**src/rtl/vtg_mode_ctrl.sv**
```systemverilog
// vtg_mode_ctrl
//   Runtime video-mode controller for the sync generator. A staging copy of
//   every timing parameter is written through a small register port. A commit
//   request validates the staged set, waits for the next vertical-sync leading
//   edge (or a timeout), copies the set atomically into the active registers
//   and then holds the generator in reset for RST_HOLD cycles.
//
// Ports
//   I_pxl_clk        pixel clock, all logic on the rising edge
//   I_rst            synchronous active-high reset
//   I_cfg_wr/addr/wdata  staging register write port (IDLE only)
//                    addr 0..9 timing words, 10 = {vs_pol,hs_pol}, 11..15 no-op
//   I_commit         apply request (IDLE only)
//   I_vs             generator vertical sync, polarity per O_vs_pol
//   O_busy           high whenever the controller is not IDLE
//   O_done           one-cycle pulse when a new mode starts running
//   O_err            one-cycle pulse when the staged set is rejected
//   O_h_* / O_v_* / O_rd_*  active timing to the generator
//   O_hs_pol/O_vs_pol active sync polarities (1 = positive)
//   O_gen_rst_n      active-low reset to the generator
module vtg_mode_ctrl #(
    parameter int unsigned DEF_H_TOTAL  = 1650,
    parameter int unsigned DEF_H_SYNC   = 40,
    parameter int unsigned DEF_H_BPORCH = 220,
    parameter int unsigned DEF_H_RES    = 1280,
    parameter int unsigned DEF_V_TOTAL  = 750,
    parameter int unsigned DEF_V_SYNC   = 5,
    parameter int unsigned DEF_V_BPORCH = 20,
    parameter int unsigned DEF_V_RES    = 720,
    parameter int unsigned DEF_RD_HRES  = 1280,
    parameter int unsigned DEF_RD_VRES  = 720,
    parameter int unsigned DEF_HS_POL   = 1,
    parameter int unsigned DEF_VS_POL   = 1,
    parameter int unsigned RST_HOLD     = 4,
    parameter int unsigned VS_TMO       = 4194304
) (
    input  logic        I_pxl_clk,
    input  logic        I_rst,
    input  logic        I_cfg_wr,
    input  logic [3:0]  I_cfg_addr,
    input  logic [15:0] I_cfg_wdata,
    input  logic        I_commit,
    input  logic        I_vs,
    output logic        O_busy,
    output logic        O_done,
    output logic        O_err,
    output logic [15:0] O_h_total,
    output logic [15:0] O_h_sync,
    output logic [15:0] O_h_bporch,
    output logic [15:0] O_h_res,
    output logic [15:0] O_v_total,
    output logic [15:0] O_v_sync,
    output logic [15:0] O_v_bporch,
    output logic [15:0] O_v_res,
    output logic [15:0] O_rd_hres,
    output logic [15:0] O_rd_vres,
    output logic        O_hs_pol,
    output logic        O_vs_pol,
    output logic        O_gen_rst_n
);

    typedef enum logic [2:0] {
        ST_IDLE,
        ST_CHECK,
        ST_WAIT_VS,
        ST_APPLY,
        ST_HOLD
    } state_t;

    localparam int unsigned NREG = 10;

    // Register file index order matches the write address map.
    localparam logic [15:0] DEF_REGS [NREG] = '{
        16'(DEF_H_TOTAL), 16'(DEF_H_SYNC), 16'(DEF_H_BPORCH), 16'(DEF_H_RES),
        16'(DEF_V_TOTAL), 16'(DEF_V_SYNC), 16'(DEF_V_BPORCH), 16'(DEF_V_RES),
        16'(DEF_RD_HRES), 16'(DEF_RD_VRES)
    };
    localparam logic [1:0] DEF_POL = {1'(DEF_VS_POL), 1'(DEF_HS_POL)};

    state_t      state_q, state_d;
    logic [31:0] hold_cnt_q, hold_cnt_d;
    logic [31:0] tmo_cnt_q, tmo_cnt_d;
    logic [15:0] stg_q [NREG];
    logic [15:0] stg_d [NREG];
    logic [15:0] act_q [NREG];
    logic [15:0] act_d [NREG];
    logic [1:0]  stg_pol_q, stg_pol_d;
    logic [1:0]  act_pol_q, act_pol_d;
    logic        pend_done_q, pend_done_d;
    logic        gen_rst_n_q, gen_rst_n_d;
    logic        busy_q, busy_d;
    logic        done_q, done_d;
    logic        err_q, err_d;
    logic        s_q, s_d_q;

    logic        s_now;
    logic        vs_edge;
    logic [16:0] h_sum, v_sum;
    logic        cfg_ok;

    // Sync normalised to active-high, then registered twice: s_q is the
    // sampled level and s_d_q its previous value for leading-edge detection.
    assign s_now   = act_pol_q[1] ? I_vs : ~I_vs;
    assign vs_edge = s_q & ~s_d_q;

    assign h_sum = {1'b0, stg_q[1]} + {1'b0, stg_q[2]} + {1'b0, stg_q[3]};
    assign v_sum = {1'b0, stg_q[5]} + {1'b0, stg_q[6]} + {1'b0, stg_q[7]};

    always_comb begin
        cfg_ok = (stg_q[1] != '0) && (stg_q[3] != '0) &&
                 (stg_q[5] != '0) && (stg_q[7] != '0) &&
                 (h_sum <= {1'b0, stg_q[0]}) &&
                 (v_sum <= {1'b0, stg_q[4]}) &&
                 (stg_q[8] != '0) && (stg_q[8] <= stg_q[3]) &&
                 (stg_q[9] != '0) && (stg_q[9] <= stg_q[7]);
    end

    always_comb begin
        state_d     = state_q;
        hold_cnt_d  = hold_cnt_q;
        tmo_cnt_d   = tmo_cnt_q;
        stg_d       = stg_q;
        act_d       = act_q;
        stg_pol_d   = stg_pol_q;
        act_pol_d   = act_pol_q;
        pend_done_d = pend_done_q;
        gen_rst_n_d = 1'b1;
        done_d      = 1'b0;
        err_d       = 1'b0;

        case (state_q)
            ST_IDLE: begin
                if (I_cfg_wr) begin
                    for (int unsigned i = 0; i < NREG; i++) begin
                        if (I_cfg_addr == 4'(i)) begin
                            stg_d[i] = I_cfg_wdata;
                        end
                    end
                    if (I_cfg_addr == 4'd10) begin
                        stg_pol_d = I_cfg_wdata[1:0];
                    end
                end
                if (I_commit) begin
                    state_d = ST_CHECK;
                end
            end
            ST_CHECK: begin
                if (cfg_ok) begin
                    state_d   = ST_WAIT_VS;
                    tmo_cnt_d = '0;
                end else begin
                    state_d = ST_IDLE;
                    err_d   = 1'b1;
                end
            end
            ST_WAIT_VS: begin
                tmo_cnt_d = tmo_cnt_q + 32'd1;
                if (vs_edge || (tmo_cnt_q == VS_TMO - 1)) begin
                    state_d = ST_APPLY;
                end
            end
            ST_APPLY: begin
                act_d       = stg_q;
                act_pol_d   = stg_pol_q;
                hold_cnt_d  = '0;
                pend_done_d = 1'b1;
                gen_rst_n_d = 1'b0;
                state_d     = ST_HOLD;
            end
            ST_HOLD: begin
                gen_rst_n_d = 1'b0;
                if (hold_cnt_q == RST_HOLD - 1) begin
                    // Reset-entered HOLD leaves pend_done clear, so no O_done.
                    state_d     = ST_IDLE;
                    gen_rst_n_d = 1'b1;
                    done_d      = pend_done_q;
                    pend_done_d = 1'b0;
                end else begin
                    hold_cnt_d = hold_cnt_q + 32'd1;
                end
            end
            default: begin
                state_d = ST_HOLD;
            end
        endcase

        busy_d = (state_d != ST_IDLE);
    end

    always_ff @(posedge I_pxl_clk) begin
        if (I_rst) begin
            state_q     <= ST_HOLD;
            hold_cnt_q  <= '0;
            tmo_cnt_q   <= '0;
            for (int unsigned i = 0; i < NREG; i++) begin
                stg_q[i] <= DEF_REGS[i];
                act_q[i] <= DEF_REGS[i];
            end
            stg_pol_q   <= DEF_POL;
            act_pol_q   <= DEF_POL;
            pend_done_q <= 1'b0;
            gen_rst_n_q <= 1'b0;
            busy_q      <= 1'b1;
            done_q      <= 1'b0;
            err_q       <= 1'b0;
            s_q         <= 1'b0;
            s_d_q       <= 1'b0;
        end else begin
            state_q     <= state_d;
            hold_cnt_q  <= hold_cnt_d;
            tmo_cnt_q   <= tmo_cnt_d;
            stg_q       <= stg_d;
            act_q       <= act_d;
            stg_pol_q   <= stg_pol_d;
            act_pol_q   <= act_pol_d;
            pend_done_q <= pend_done_d;
            gen_rst_n_q <= gen_rst_n_d;
            busy_q      <= busy_d;
            done_q      <= done_d;
            err_q       <= err_d;
            s_q         <= s_now;
            s_d_q       <= s_q;
        end
    end

    assign O_busy      = busy_q;
    assign O_done      = done_q;
    assign O_err       = err_q;
    assign O_gen_rst_n = gen_rst_n_q;
    assign O_h_total   = act_q[0];
    assign O_h_sync    = act_q[1];
    assign O_h_bporch  = act_q[2];
    assign O_h_res     = act_q[3];
    assign O_v_total   = act_q[4];
    assign O_v_sync    = act_q[5];
    assign O_v_bporch  = act_q[6];
    assign O_v_res     = act_q[7];
    assign O_rd_hres   = act_q[8];
    assign O_rd_vres   = act_q[9];
    assign O_hs_pol    = act_pol_q[0];
    assign O_vs_pol    = act_pol_q[1];

endmodule

```
**config.mk**
```make
export PLATFORM = sky130hd
export DESIGN_NAME = vtg_mode_ctrl
export DESIGN_NICKNAME = d
export VERILOG_FILES = /design/src/rtl/vtg_mode_ctrl.sv
export SDC_FILE = /design/constraint.sdc
export NUM_CORES = 1
export LEC_CHECK = 0
export CAP_MARGIN = 20
export CORE_ASPECT_RATIO = 0.8
export CORE_MARGIN = 5
export CORE_UTILIZATION = 40
export CTS_BUF_LIST = sky130_fd_sc_hd__clkbuf_4
export DETAILED_ROUTE_END_ITERATION = 12
export SLEW_MARGIN = 5
export SYNTH_ARGS = -nofsm -noshare
export SYNTH_HDL_FRONTEND = slang
export SYNTH_SLANG_ARGS = --single-unit
```
**constraint.sdc**
```tcl
create_clock -name I_pxl_clk -period 9.96 [get_ports I_pxl_clk]
set_input_delay 1.992 -clock I_pxl_clk [delete_from_list [all_inputs] [get_ports I_pxl_clk]]
set_output_delay 1.992 -clock I_pxl_clk [all_outputs]
set_load 0.005 [all_outputs]
```
### Word-level counts from Yosys, hierarchy flattened

Index checks and enable logic that the tools add are counted.
W data, S select, Z words.

* equal/unequal tests: 19
* muxes and demuxes: 15
* reduce and logical (&&, ||, !) cells: 37
* order comparisons: 4
* add/sub/neg operators: 6
* bitwise gates (word level): 6

Operator list (number)
* $pmux W32 S2: 2
* $reduce_bool A16 Y1: 6
* $add A32 B1 Y32 const B: 2
* $mux W32: 2
* $add A16 B16 Y17: 2
* $add A17 B16 Y17: 2
* $le A17 B16 Y1: 2
* $reduce_and A3 Y1: 11
* $eq A32 B2 Y1 const B: 1
* $eq A32 B22 Y1 const B: 1
* $le A16 B16 Y1: 2
* $eq A4 B3 Y1 const B: 4
* $eq A4 B4 Y1 const B: 3
* $pmux W3 S4: 1
* $logic_and A1 B1 Y1: 9
* $mux W3: 3
* $eq A4 B2 Y1 const B: 2
* $eq A3 B2 Y1 const B: 2
* $ne A2 B2 Y1 const B: 3
* $reduce_and A2 Y1: 3
* $not A1 Y1: 5
* $eq A4 B1 Y1 const B: 1
* $logic_not A4 Y1: 1
* $mux W1: 4
* 11 further kinds: 13

* word-level logic and storage cells: 119
* register bits after elaboration: 398
* output and inout port bits: 166
* input port bits: 25

### Logic depth before layout (Yosys ltp)

Gate-level depths: netlist of run 1.

* depth after elaboration: 13
* depth in mapped cells: 22
* depth with buffers taken out: 21

### Worst setup path after synthesis of run 1

Ideal clock, no wire load.

* path kind: flip-flop to flip-flop
* start point: register stg_q[33] (netlist name)
* end point: register tmo_cnt_q[22]
* library setup time: 125 ps
* clock period less this slack: 4747 ps
* stages on the path, launching flop included: 22
* data arrival time: 4622 ps
* slack: 5213 ps
* buffers on the path: 1
* required time: 9835 ps
* path through: dfxtp_1 -> fa_1 -> ha_1 -> fa_1 -> a21o_1 -> a21oi_1 -> o21bai_1 -> a2111oi_0 -> nor3_1 -> a21o_1 -> a21oi_1 -> xnor2_1 -> ha_1 -> nand2_1 -> o21ai_0 -> a21oi_1 -> nor2b_1 -> o41ai_4 -> o2111ai_1 -> nor4b_4 -> buf_6 -> o21ai_0

* word-level cells in the longest chain between the ends: 10
* elaborated cells on any way between the ends: 13
* those cells by class: add/sub (1); order compare (2); eq/ne (1); reduce/logical (9)

Ends and longest elaborated chain
* from (decl): RTL line 83 `logic [15:0] stg_q [NREG];`
* from (signal, indexed assignment): RTL line 196 `stg_q[i] <= DEF_REGS[i];`
* from (signal assigned): RTL line 212 `stg_q <= stg_d;`
* parallel branches: the longest is 7 deep, another holds $add A17 B16 Y17
* $logic_and A1 B1 Y1 (*): RTL line 115 `(stg_q[9] != '0) && (stg_q[9] <= stg_q[7]);`
* $ne A2 B2 Y1 (no source line) (*)
* $reduce_and A2 Y1 (no source line) (*)
* to (signal assigned): RTL line 211 `tmo_cnt_q <= tmo_cnt_d;`
* to (decl): RTL line 82 `logic [31:0] tmo_cnt_q, tmo_cnt_d;`

Mark *: on every way between the ends.
A chain may end at the register's enable or synchronous reset.

### Worst setup path after layout of run 1

* start point: register stg_q[33] (netlist name)
* end point: register tmo_cnt_q[18]

The elaborated chain is that of the path after synthesis.

==> results of run 1 <==
==> cell type report <==
class / count / area, um^2 / area share (%)
timing repair buffer: 205 / 2020 / 9.21
sequential: 398 / 7970 / 36.4
tap: 612 / 766 / 3.49
clock buffer: 158 / 1190 / 5.41
antenna: 6 / 15.0 / 0.0685
multi-input combinational: 1678 / 9530 / 43.5
clock inverter: 17 / 104 / 0.474
inverter: 87 / 327 / 1.49
==> logic make-up after synthesis <==
logic type,synth area share (%)
compound gates,14.6
xor+xnor,3.06
fa+ha+maj,10.3
buf+inv,4.70
flops,43.4
mux,0.170
simple gates,23.8
==> stage by stage <==
step | power (W) | cells | hold WS [ns]
final | 0.00321 | 3161 | 0.451
after global routing | 0.00335 | 3161 | 0.472
after CTS | 0.00325 | 3152 | 0.454
after detailed placement | 0.00182 | 2977 | 0.446
after global placement | 0.00182 | 2976 | 0.446
after floorplan | 0.00176 | 2297 | 0.438
==> sequential cells by signal, indices dropped and copies added, names as in the netlist <==
register	cells
O_h_total	16
act_pol_q	2
O_busy	1
O_h_sync	16
s_d_q	1
hold_cnt_q	32
O_h_res	16
O_rd_hres	16
stg_pol_q	2
O_err	1
stg_q	160
O_gen_rst_n	1
O_v_total	16
O_v_res	16
O_h_bporch	16
O_done	1
O_v_sync	16
O_rd_vres	16
O_v_bporch	16
s_q	1
state_q	3
pend_done_q	1
tmo_cnt_q	32
==> where the power goes <==
group	leakage [nW]	total [W]	switching, W	internal [W]
sequential	3.21	0.00162	0.0000151	0.00160
combinational	4.46	0.000167	0.000112	0.0000549
clock	0.782	0.00142	0.000678	0.000741
==> metal layers <==
layer  GRT usage [%]  wire length (um)  vias up  share of wire (%)
li1                -                 -     8196                  -
met5               0                31        -              0.052
met4            7.43              1610        4                2.7
met2            34.2             25800      559                 44
met1            31.6             27700     7847                 47
met3            5.78              4140      110                7.0
==> Yosys cell counts (3+ instances only) <==
cell and number:
or3_1 11, nor3_1 38, o21a_1 3, clkbuf_1 123, nand4_1 33, buf_1 5, nand2b_1 3, a21boi_0 3
nand3_1 93, a211oi_1 7, o211ai_1 47, a31oi_1 6, xor2_1 32, nor3b_1 3, nor2_1 84, a21o_1 16
o2111ai_1 4, a32oi_1 5, buf_6 4, fa_1 34, nor2b_1 9, xnor2_1 32, or2_2 6, dfxtp_1 398
inv_1 86, o21ai_0 40, nand2_1 664, ha_1 96, a21oi_1 308, and2_1 10, nor4_1 36, and4_1 5
and3_1 15
==> layout by cell type (no fill, tap or decap), types with 3 or more instances in the layout <==
cell	count
o21a_1	3
fa_1	34
a21o_1	16
xnor2_1	32
or2_2	5
a32oi_1	5
a211oi_1	7
xor2_1	32
o21ai_0	40
nor4_1	36
buf_4	13
clkinv_1	8
nor2_1	83
or3_1	11
nand3_1	93
and2_1	10
and4_1	5
clkdlybuf4s50_1	189
clkbuf_4	158
inv_1	86
inv_2	3
nor2b_1	9
diode_2	6
dfxtp_1	398
and3_1	15
a31oi_1	6
a21oi_1	308
a21boi_0	3
nor3b_1	3
o2111ai_1	4
nor3_1	37
o211ai_1	47
nand2b_1	3
nand2_1	664
nand4_1	33
ha_1	96
clkinv_2	4
==> path summary, 6_finish.rpt <==
| kind | from | to | slack, ns |
|---|---|---|---|
| min reg2reg | O_h_bporch[5]$_SDFFE_PP0P_ | O_h_bporch[5]$_SDFFE_PP0P_ | 0.45 |
| max reg2reg | stg_q[33]$_SDFFE_PP0P_ | tmo_cnt_q[18]$_SDFFE_PP0P_ | 4.48 |
| min | O_h_bporch[5]$_SDFFE_PP0P_ | O_h_bporch[5]$_SDFFE_PP0P_ | 0.45 |
| max | stg_q[33]$_SDFFE_PP0P_ | tmo_cnt_q[18]$_SDFFE_PP0P_ | 4.48 |
==> worst register-to-register path, cell delays in order, from the launching register on <==
cell       delay (ns)
dfxtp_1          0.44
fa_1             0.43
ha_1             0.25
fa_1             0.42
a21o_1           0.20
a21oi_1          0.24
o21bai_1         0.13
a2111oi_0        0.46
nor3_1           0.18
a21o_1           0.21
a21oi_1          0.16
xnor2_1          0.15
ha_1             0.25
nand2_1          0.09
o21ai_0          0.08
a21oi_1          0.14
nor2b_1          0.08
o41ai_4          0.39
o2111ai_1        0.24
nor4b_4          0.25
buf_4            0.38
o21ai_0          0.17
==> impl_metrics.csv, run 1 <==
group,metric,value,unit
global_route,grt_pass1_vias,15800,
clocking,hold_buffers,0,
floorplanning,die_w,249,um
sta,finalCritPeriodShare,55.0,%
routing,antenna_left,0,
routing,dr_total_vias,16700,
placement,dpl-instance-area,20600,um^2
placement,place.port_buffers,190,
clocking,clk_pin_slew,0.07,ns
sta,setup_tns,0,ns
global_route,grt_overflow,0,
worst_setup_path,cp_slowest_cell,"a2111oi_0",
sta,fmax,0.183,GHz
worst_setup_path,path_class,"flip-flop to flip-flop",
synth,synth_edf_count,0,
worst_setup_path,critPathBufInv,1,
synth,syn_inst,2297,
sta,setup_ws,4.48,ns
run,drv_cap,0,
worst_setup_path,path_delay_family,"compound AO/OA/AOI/OAI gates",
clocking,cts.sinks,398,
finish,syn2layout_area_growth,19.5,%
synth,syn_nets,2452,
placement,hpwlAfterDp,41200,um
worst_setup_path,required,10.65,ns
worst_setup_path,crit_path_frequent_cell,"a21oi_1",
routing,via_per_inst,5.29,
synth,netlist_top_cells_area,"dfxtp_1, nand2_1, a21oi_1",
worst_setup_path,path_cells,"fa_1, ha_1, fa_1, a21o_1, a21oi_1, o21bai_1, a2111oi_0, nor3_1, a21o_1, a21oi_1, xnor2_1, ha_1, nand2_1, o21ai_0, a21oi_1, nor2b_1, o41ai_4, o2111ai_1, nor4b_4, buf_4, o21ai_0",
sta,drv_slew,0,
min_path,hold_class,"flip-flop to flip-flop",
clocking,clock_latency,0.84,ns
routing,wl_per_cell,18.8,um
routing,drtPass1Iterations,9,
min_path,holdPathStages,2,
finish,fin_area,21900,um^2
worst_setup_path,worstSetupPathDepth,21,
power,ir_drop,0.0941,mV
sta,worstMarginPinSlew,1.07,ns
routing,drc,0,
global_route,grt_usage,22.6,%
floorplanning,core_area,45500,um^2
finish,fillCellCount,4567,
synth,synth_top_area_share,43.4,%
clocking,post_cts_buffers,0,
routing,drt-initial-drc-count,1279,
synth,synth-async-reset-ratio,0,%
worst_setup_path,cp.arrival,6.17,ns
placement,place_ws,4.50,ns
sta,setup_viol,0,
floorplanning,dieArea,50300,um^2
synth,synth_seq_cells,398,
worst_setup_path,reg2reg_depth,21,
synth,ys.flop_type,"dfxtp_1",
sta,fin_skew,0.0360,ns
clocking,h-tree-depth,3,
synth,yosysTopAreaCell,"dfxtp_1",
floorplanning,die_h,202,um
clocking,cts_buffers,103,
finish,post-route-util,48.1,%
finish,drive_gt1_share,7.86,%
clocking,ctsResizeCount,0,
clocking,root_buffer,"clkbuf_4",
worst_setup_path,startpoint_type,"flip-flop",
synth,synth_area,18300,um^2
synth,ys_seq_area_share,43.4,%
worst_setup_path,slowest_delay,0.46,ns
clocking,tritoncts,"done",
power,power.leakage,8.45,nW
global_route,antenna_found_initial,4,
worst_setup_path,path_max_fanout,34,
worst_setup_path,critPathCaptureType,"flip-flop",
global_route,grt_max_degree,123,
synth,synth_cell_types,60,
sta,rsz0062_at_grt,"false",
synth,synth_area_per_cell,7.99,um^2
floorplanning,ios,191,
floorplanning,start_util,40.3,%
clocking,cts_buffer_depth,3,
sta,final_hold_viol_count,0,
floorplanning,fp-row-count,70,
placement,place_congestion,0.908,
finish,final_nets,2628,
status,status,"finished clean",
global_route,grt_pass1_wl,91200,um
routing,drt_wl_total,59300,um
power,pwr_density_cell,146,nW/um^2
sta,slew_headroom,28.4,%
sta,post-route-min-period,5.48,ns
synth,yosysWarnings,0,
Power figures use the tool's default switching activity.
==> run 2, diff against run 1 <==
- clock period: 9.96 -> 4.4 ns (I/O delays scaled with it)
==> run 2 against run 1 <==
The flow now finishes with violations (setup timing). Via count increased by 2.7%. Largest cell class unchanged. Critical path type unchanged. Utilization increased by 1.9 points. Routed wire length about the same. Clock skew increased by 0.0077 ns. Count of clock-buffer cells in the layout decreased by 8. Global-route usage about the same.
==> impl_metrics.csv, run 2 (synthesis results as in run 1) <==
group,metric,value,unit
run,drv_cap,0,
sta,slew_headroom,28.7,%
worst_setup_path,critPathLaunch,"stg_q[33]$_SDFFE_PP0P_",
min_path,min-delay-start,"O_h_total[12]$_SDFFE_PP0P_",
sta,worstMarginPinSlew,1.07,ns
sta,final_hold_viol_count,0,
worst_setup_path,reg2reg_depth,19,
sta,setup_viol,34,
worst_setup_path,path_max_fanout,9,
min_path,hold_class,"flip-flop to flip-flop",
sta,fmax,0.207,GHz
power,power.leakage,8.96,nW
finish,regMostFlops,"stg_q",
finish,fin_cells,3245,
clocking,cts_buffer_depth,3,
sta,finalCritPeriodShare,110,%
clocking,clk_pin_slew,0.06,ns
global_route,grt_pass1_vias,16300,
routing,drc,0,
floorplanning,start_util,40.3,%
placement,place_congestion,0.910,
routing,drtPass1Iterations,5,
floorplanning,core_area,45500,um^2
finish,layout_common_cells,"nand2_1, dfxtp_1, a21oi_1, clkdlybuf4s50_1, clkbuf_4",
clocking,h-tree-depth,3,
floorplanning,dieArea,50300,um^2
placement,place.port_buffers,190,
power,pwr_density_cell,321,nW/um^2
worst_setup_path,path_class,"flip-flop to flip-flop",
status,violations,"setup timing",
global_route,antenna_found_initial,6,
finish,top_regs,"stg_q: 160 flops, hold_cnt_q: 32 flops, tmo_cnt_q: 32 flops",
routing,dr_total_vias,17200,
clocking,cts.sinks,398,
placement,place_inst,3063,
min_path,holdPathEnd,"O_h_total[12]$_SDFFE_PP0P_",
sta,rsz0062_at_grt,"true",
clocking,cts_buffers,103,
finish,drive_gt1_share,11.8,%
routing,antenna_left,0,
global_route,grt_max_degree,116,
routing,via_per_inst,5.29,
worst_setup_path,required,5.08,ns
clocking,root_buffer,"clkbuf_4",
status,status,"finished with violations",
finish,syn2layout_area_growth,24.2,%
finish,fillCellCount,4424,
routing,drt_wl_total,59300,um
sta,fin_skew,0.0437,ns
worst_setup_path,critPathCaptureType,"flip-flop",
sta,drv_slew,0,
global_route,grt_pass1_wl,91600,um
floorplanning,die_w,249,um
finish,final_nets,2718,
floorplanning,die_h,202,um
worst_setup_path,cp.arrival,5.51,ns
worst_setup_path,startpoint_type,"flip-flop",
sta,holdWs,0.452,ns
sta,setup_ws,-0.427,ns
finish,regArea,7970,um^2
finish,largest_reg_flops,160,
worst_setup_path,r2r_end,"tmo_cnt_q[3]$_SDFFE_PP0P_",
clocking,hold_buffers,0,
global_route,grt_overflow,0,
worst_setup_path,rrSetupSlack,-0.43,ns
placement,hpwlAfterDp,41600,um
routing,wl_per_cell,18.3,um
min_path,holdPathStages,2,
global_route,grt_usage,22.5,%
clocking,clock_latency,0.84,ns
sta,post-route-min-period,4.83,ns
clocking,tritoncts,"done",
routing,drt-initial-drc-count,1269,
floorplanning,ios,191,
finish,layout_commonest_cell,"nand2_1",
finish,multi_input_area,9670,um^2
floorplanning,fp-row-count,70,
power,ir_drop,0.190,mV
worst_setup_path,reg2reg_from,"stg_q[33]$_SDFFE_PP0P_",
run 2: cell types whose count changed in the layout (fill, tap and decap cells not counted), sizes merged:
cell,change
clkbuf,-6
clkinvlp,-1
diode,-1
clkinv,+3
inv,-1
buf,+88
bufinv,+2
run 2: worst max path at each step:
| stage | end | depth (start not counted) |
|---|---|---|
| 6_report | tmo_cnt_q[3]$_SDFFE_PP0P_ | 19 |
| 5_1_grt | tmo_cnt_q[3]$_SDFFE_PP0P_ | 22 |
| 4_1_cts | tmo_cnt_q[3]$_SDFFE_PP0P_ | 19 |
| 3_5_place_dp | tmo_cnt_q[3]$_SDFFE_PP0P_ | 21 |
| 3_3_place_gp | tmo_cnt_q[17]$_SDFFE_PP0P_ | 21 |
| 2_1_floorplan | tmo_cnt_q[22]$_SDFFE_PP0P_ | 18 |
run 2: timing repair:
action | 4_1_cts | 5_1_grt
gates resized for setup | 1 | 36
setup endpoints to repair | 34 | 35
pin swaps | 1 | 10
setup buffers | 1 | 3
gates cloned | 0 | 3
run 2: power by group:
part | switching [W] | internal, W
Combinational | 0.000263 | 0.000144
Sequential | 0.0000365 | 0.00363
Clock | 0.00153 | 0.00172
Total | 0.00183 | 0.00549
run 2: critical path, stage by stage, from the launching register on:
cell,delay [ns]
dfxtp_2,0.33
fa_1,0.47
ha_2,0.21
fa_2,0.34
a21o_1,0.19
a21oi_2,0.16
o21bai_1,0.11
a2111oi_2,0.37
nor3_2,0.12
a221o_1,0.38
xor2_1,0.16
ha_1,0.30
a21oi_1,0.16
nor2b_1,0.09
o41ai_4,0.41
o2111ai_2,0.20
nor4b_4,0.27
buf_6,0.18
buf_12,0.14
o22ai_1,0.08
run 2: through the flow:
step	TNS (ns)	setup slack (ns)	power (W)	instance area [um^2]	utilization [%]
finish	-13.18	-0.427	0.00732	22800	50.0
global route	-20.59	-0.630	0.00766	22800	50.0
CTS	-14.17	-0.452	0.00741	22600	49.6
detailed placement	-15.24	-0.479	0.00414	21300	46.7
global placement	-13.89	-0.429	0.00413	21300	46.7
floorplan	-3.95	-0.144	0.00398	18400	-
run 2: metal layers:
metal	vias to the layer above	wire [um]	GRT usage, %
li1	8375	-	-
met1	8091	26500	30.7
met2	566	26500	34.7
met3	127	4480	5.89
met4	8	1820	8.19
met5	-	46	0
run 2: final cells by class:
| type | instances | share of cell area, % |
|---|---|---|
| repair buffers | 295 | 12.1 |
| flip-flops and latches | 398 | 35.0 |
| inverters | 87 | 1.43 |
| well taps | 612 | 3.36 |
| multi-input cells | 1678 | 42.4 |
| clock inverters | 20 | 0.697 |
| clock buffers | 150 | 4.94 |
| diodes | 5 | 0.0549 |
